===== config.mk =====
export PLATFORM = sky130hd
export DESIGN_NAME = spi_frame_master
export DESIGN_NICKNAME = d
export VERILOG_FILES = /design/src/rtl/spi_frame_master.sv
export SDC_FILE = /design/constraint.sdc
export NUM_CORES = 1
export LEC_CHECK = 0
export ABC_AREA = 1
export CAP_MARGIN = 20
export CORE_MARGIN = 3
export CORE_UTILIZATION = 48
export DETAILED_ROUTE_END_ITERATION = 6
export HOLD_SLACK_MARGIN = 0.08
export PLACE_DENSITY_LB_ADDON = 0.15
export SLEW_MARGIN = 0
export SYNTH_ARGS = -nofsm -noshare
export SYNTH_HDL_FRONTEND = slang
export SYNTH_SLANG_ARGS = --single-unit
export TNS_END_PERCENT = 50

===== constraint.sdc =====
create_clock -name sclk -period 2.4 [get_ports sclk]
set_clock_uncertainty 0.2 [all_clocks]
set_input_delay 0.36 -clock sclk [delete_from_list [all_inputs] [get_ports sclk]]
set_output_delay 0.36 -clock sclk [all_outputs]
set_load 0.02 [all_outputs]

===== src/rtl/spi_frame_master.sv =====
// spi_frame_master: serial frame master sending a 16-bit command frame
// (rw, ext_addr, reserved, reg_addr, data) on mosi with an active-high cs.
// On reads it samples the slave reply on miso with a configurable delay.
// Frames are separated by a guaranteed cs-low gap.
//
// state | meaning
// IDLE  | waiting for start, cs low
// SHIFT | frame cycles 0..15, mosi carries the frame LSB-first
// TAIL  | MISO_DLY-1 extra cs-high cycles so late read samples can land
// GAP   | cs low, counting GAP_CYC cycles before the next frame
module spi_frame_master #(
  parameter int unsigned GAP_CYC  = 2,
  parameter int unsigned MISO_DLY = 1
) (
  input  logic       sclk,
  input  logic       rst,
  input  logic       start,
  input  logic       rw,
  input  logic [2:0] ext_addr,
  input  logic [2:0] reg_addr,
  input  logic [7:0] wdata,
  output logic       cs,
  output logic       mosi,
  input  logic       miso,
  input  logic       miso_oe,
  output logic       busy,
  output logic       done,
  output logic [7:0] rdata,
  output logic       rd_err
);

  typedef enum logic [1:0] {IDLE, SHIFT, TAIL, GAP} state_t;

  // cyc value of the cycle that ends on the first / last sample edge
  localparam logic [4:0] SAMP_C   = 5'(7 + MISO_DLY);
  localparam logic [4:0] LAST_C   = 5'(14 + MISO_DLY);
  localparam logic [3:0] GAP_INIT = 4'(GAP_CYC - 1);

  state_t      state;
  logic [4:0]  cyc;
  logic [3:0]  gap_cnt;
  logic [14:0] tx_sr;
  logic [6:0]  rx_sr;
  logic        rx_err;
  logic        rw_q;
  logic [15:0] frame;
  logic [7:0]  rx_next;

  // Assemble the outgoing frame from the live inputs; used only on the accept edge.
  always_comb begin
    frame      = '0;
    frame[0]   = rw;
    frame[3:1] = ext_addr;
    frame[4]   = 1'b0;
    frame[7:5] = reg_addr;
    for (int i = 0; i < 8; i++) begin
      frame[8+i] = rw & wdata[7-i];
    end
  end

  assign rx_next = {rx_sr, miso};

  // Frame sequencer: accept, shift, tail, gap, with all outputs registered.
  // busy drops for the final gap cycle so a waiting start lands on the edge
  // that ends the gap, giving exactly GAP_CYC cs-low cycles between frames.
  always_ff @(posedge sclk or negedge rst) begin
    if (!rst) begin
      state   <= IDLE;
      cyc     <= '0;
      gap_cnt <= '0;
      tx_sr   <= '0;
      rx_sr   <= '0;
      rx_err  <= 1'b0;
      rw_q    <= 1'b0;
      cs      <= 1'b0;
      mosi    <= 1'b0;
      busy    <= 1'b0;
      done    <= 1'b0;
      rdata   <= '0;
      rd_err  <= 1'b0;
    end else begin
      done <= 1'b0;
      if (start && !busy) begin
        state  <= SHIFT;
        busy   <= 1'b1;
        cs     <= 1'b1;
        mosi   <= frame[0];
        tx_sr  <= frame[15:1];
        rw_q   <= rw;
        cyc    <= '0;
        rx_err <= 1'b0;
      end else begin
        case (state)
          SHIFT, TAIL: begin
            if (!rw_q && cyc >= SAMP_C) begin
              rx_sr  <= rx_next[6:0];
              rx_err <= rx_err | ~miso_oe;
            end
            if (cyc == LAST_C) begin
              state   <= GAP;
              cs      <= 1'b0;
              mosi    <= 1'b0;
              done    <= 1'b1;
              busy    <= (GAP_CYC > 1);
              gap_cnt <= GAP_INIT;
              if (!rw_q) begin
                rdata  <= rx_next;
                rd_err <= rx_err | ~miso_oe;
              end else begin
                rd_err <= 1'b0;
              end
            end else begin
              cyc <= cyc + 5'd1;
              if (cyc == 5'd15) begin
                state <= TAIL;
                mosi  <= 1'b0;
              end else begin
                mosi  <= tx_sr[0];
                tx_sr <= {1'b0, tx_sr[14:1]};
              end
            end
          end
          GAP: begin
            if (gap_cnt == 4'd0) begin
              state <= IDLE;
            end else begin
              gap_cnt <= gap_cnt - 4'd1;
              if (gap_cnt == 4'd1) busy <= 1'b0;
            end
          end
          default: ;
        endcase
      end
    end
  end

endmodule


==> results.toml <==
[timing]
holdWs_ns = 0.274
fin_ws_ns = 0.319
rsz0062_at_grt = "false"
hold_violations = 0
fin_crit_ns = 2.08
slew_headroom = 0.628
worst_pin_slew_ns = 0.557
drv_slew = 0
tns_ns = 0
post-route-period-util = 0.867
fmax_mhz = 480
setup_violations = 0

[cells_and_area]
design_area_um2 = 2710
fillers = 425
antennaDiodeCount = 0
drive_above_1_share = 0.124
nets = 316
final_util = 0.611
stdcell_count = 343
syn2layout_area_growth_pct = 21.0

[place]
dpl-instance-area_um2 = 2590
pre_cts_ws_ns = 0.339
placed_cells = 334
place_congestion = 0.761
place_hpwl_um = 2840
numPortBuffers = 32

[clock_tree]
numClockSinks = 48
clk_pin_slew_ns = 0.09
cts-htree-levels = 2
clockBufferDepth = 2
cts_resized = 0
cts_root_buf = "clkbuf_8"
cts_tree = "done"
clk_latency_ns = 0.30
cts_made_buffers = 5

[worst_hold_path]
hp-class = "reg2reg"

[drt]
dr_wl_met2_um = 1770
wl_met3_um = 138
finalWirelength_um = 3950
viasPerCell = 4.92
first_pass_iters = 4
met1_length_um = 1970
route.top_layer_used = "met4"
wl_per_cell_um = 11.5
vias = 1687
postRouteAntennaNets = 0
first_iter_violations = 90
drc = 0

[critical_path]
cp.required_ns = 2.39
crit_fanout = 18
crit_type = "reg2reg"
worst_setup_path_start_kind = "register"
arrival_ns = 2.07
critPathCaptureType = "register"

[die]
initial_core_util = 0.505
dieArea_um2 = 5530
coreArea_um2 = 4440
die_h_um = 74.3
dieWidth_um = 74.3
io_pins = 33
std_cell_rows = 24

[power]
vdd_drop_max_mv = 0.325
sequentialPowerShare = 0.561
comb_power_share = 0.036
internal-power_mw = 1.15
p_per_area_nw_per_um2 = 531
p_total_mw = 1.44
p_clk_frac = 0.404
leakagePower_nw = 1.32
p_sw_mw = 0.296
swShare = 0.205

[synth]
ys_seq_elements = 48
synth_fp_nets = 280
ys_seq_area_frac = 0.536
yosysTopAreaCellShare = 0.536
avgSynthCellArea_um2 = 8.83
synth.area.top_cells = "dfrtp_1 54%, nand2_1 16%, o21ai_2 5.5%"
synth_cell_types = 29
synth_cells = 254
syn_area_um2 = 2240
synth_top_area_cell = "dfrtp_1"
ys_warn_count = 0

[grt]
grt_max_degree = 25
grt_use_total = 0.163
grt_overflow = 0
grt_pass1_wl_um = 6910
antenna_found_initial = 0
grt_pass1_vias = 1539

[outcome]
status = "finished, final reports clean"

[run]
drv_cap = 0
-- logic make-up after synthesis --
| group | after synthesis | synth area share |
|---|---|---|
| flops | 48 | 0.536 |
| simple gates | 122 | 0.230 |
| fa+ha+maj | 6 | 0.0335 |
| buf+inv | 35 | 0.0686 |
| xor+xnor | 1 | 0.00391 |
| compound gates | 42 | 0.128 |
-- routing by layer --
metal / GRT usage / vias up
li1: - / 871
met1: 0.232 / 778
met2: 0.240 / 31
met3: 0.0365 / 7
met4: 0.0711 / 0
met5: 0 / -
-- registers in the layout, summed over array words and instances (netlist names), 2 cells and up --
| signal | count |
|---|---|
| rdata | 8 |
| rx_sr | 7 |
| tx_sr | 15 |
| cyc | 5 |
| gap_cnt | 4 |
| state | 2 |
-- worst max-delay path, stage by stage (launching register included) --
cell and delay, ns:
dfrtp_1 0.41, ha_1 0.21, nand2_1 0.08, nor2_1 0.04, ha_1 0.21, inv_1 0.06, nand2_1 0.11, nand2_4 0.23
inv_1 0.22, nand2_1 0.11, o211ai_1 0.08
-- cells in the final DEF, fill, tap and decap left out --
| cell type | instances |
|---|---|
| nand2_1 | 94 |
| dfrtp_1 | 48 |
| clkdlybuf4s50_1 | 31 |
| inv_1 | 27 |
| o21ai_2 | 14 |
| nor2_1 | 11 |
| o21ai_0 | 9 |
| a21oi_1 | 7 |
| nand3_1 | 6 |
| ha_1 | 6 |
| o211ai_1 | 5 |
| clkbuf_8 | 5 |
| nand2_4 | 3 |
| inv_2 | 2 |
| nor2_4 | 2 |
| o21ai_1 | 2 |
| buf_4 | 2 |
| nand2_2 | 1 |
| nor3_1 | 1 |
| nor2_2 | 1 |
| a22oi_1 | 1 |
| a21oi_2 | 1 |
| a31oi_1 | 1 |
| nand4_1 | 1 |
| o22ai_1 | 1 |
| o21bai_1 | 1 |
| and3_1 | 1 |
| xor2_1 | 1 |
| or2_2 | 1 |
| clkinvlp_4 | 1 |
| bufinv_16 | 1 |
| clkinv_2 | 1 |
| dlygate4sd3_1 | 1 |
| buf_2 | 1 |
-- synth_stat cells --
master    number
nand2_1       94
dfrtp_1       48
inv_1         27
o21ai_2       14
nor2_1        11
o21ai_0        9
a21oi_1        7
ha_1           6
nand3_1        6
o211ai_1       5
buf_2          3
nand2_4        3
buf_6          2
inv_2          2
nor2_4         2
o21ai_1        2
a21oi_2        1
a22oi_1        1
a31oi_1        1
and3_1         1
buf_4          1
nand2_2        1
nand4_1        1
nor2_2         1
nor3_1         1
o21bai_1       1
o22ai_1        1
or2_2          1
xor2_1         1
-- cell type report --
| class | count | area, um^2 | share of cell area |
|---|---|---|---|
| tap | 52 | 65.1 | 0.0240 |
| timing repair buffer | 35 | 340 | 0.125 |
| clock inverter | 3 | 42.5 | 0.0157 |
| sequential | 48 | 1200 | 0.443 |
| inverter | 29 | 109 | 0.0401 |
| clock buffer | 5 | 68.8 | 0.0254 |
| multi-input combinational | 171 | 887 | 0.327 |
-- repair_timing --
action | CTS | global route
hold buffers | 1 | 0
endpoints found under the hold margin | 22 | 0
setup buffers | 0 | 0
-- final timing paths --
path	startpoint	endpoint	slack, ns	depth (start not counted)
setup / recovery	cyc[0]	tx_sr[1]	0.32	10
hold / removal	cs	cs	0.27	2
setup reg to reg	cyc[0]	tx_sr[1]	0.32	10
hold reg to reg	cs	cs	0.27	2
max in group asynchronous	rst	tx_sr[7]	1.04	3
min in group asynchronous	rst	gap_cnt[3]	0.37	2
-- power groups by stage --
stage,sequential (mW),clock [mW],combinational [mW]
after CTS,0.808,0.598,0.0533
final,0.808,0.582,0.0513
after floorplan,0.824,0,0.00180
after detailed placement,0.824,0,0.0519
after global placement,0.824,0,0.0515
after global routing,0.808,0.639,0.0577
Power figures use the tool's default switching activity.
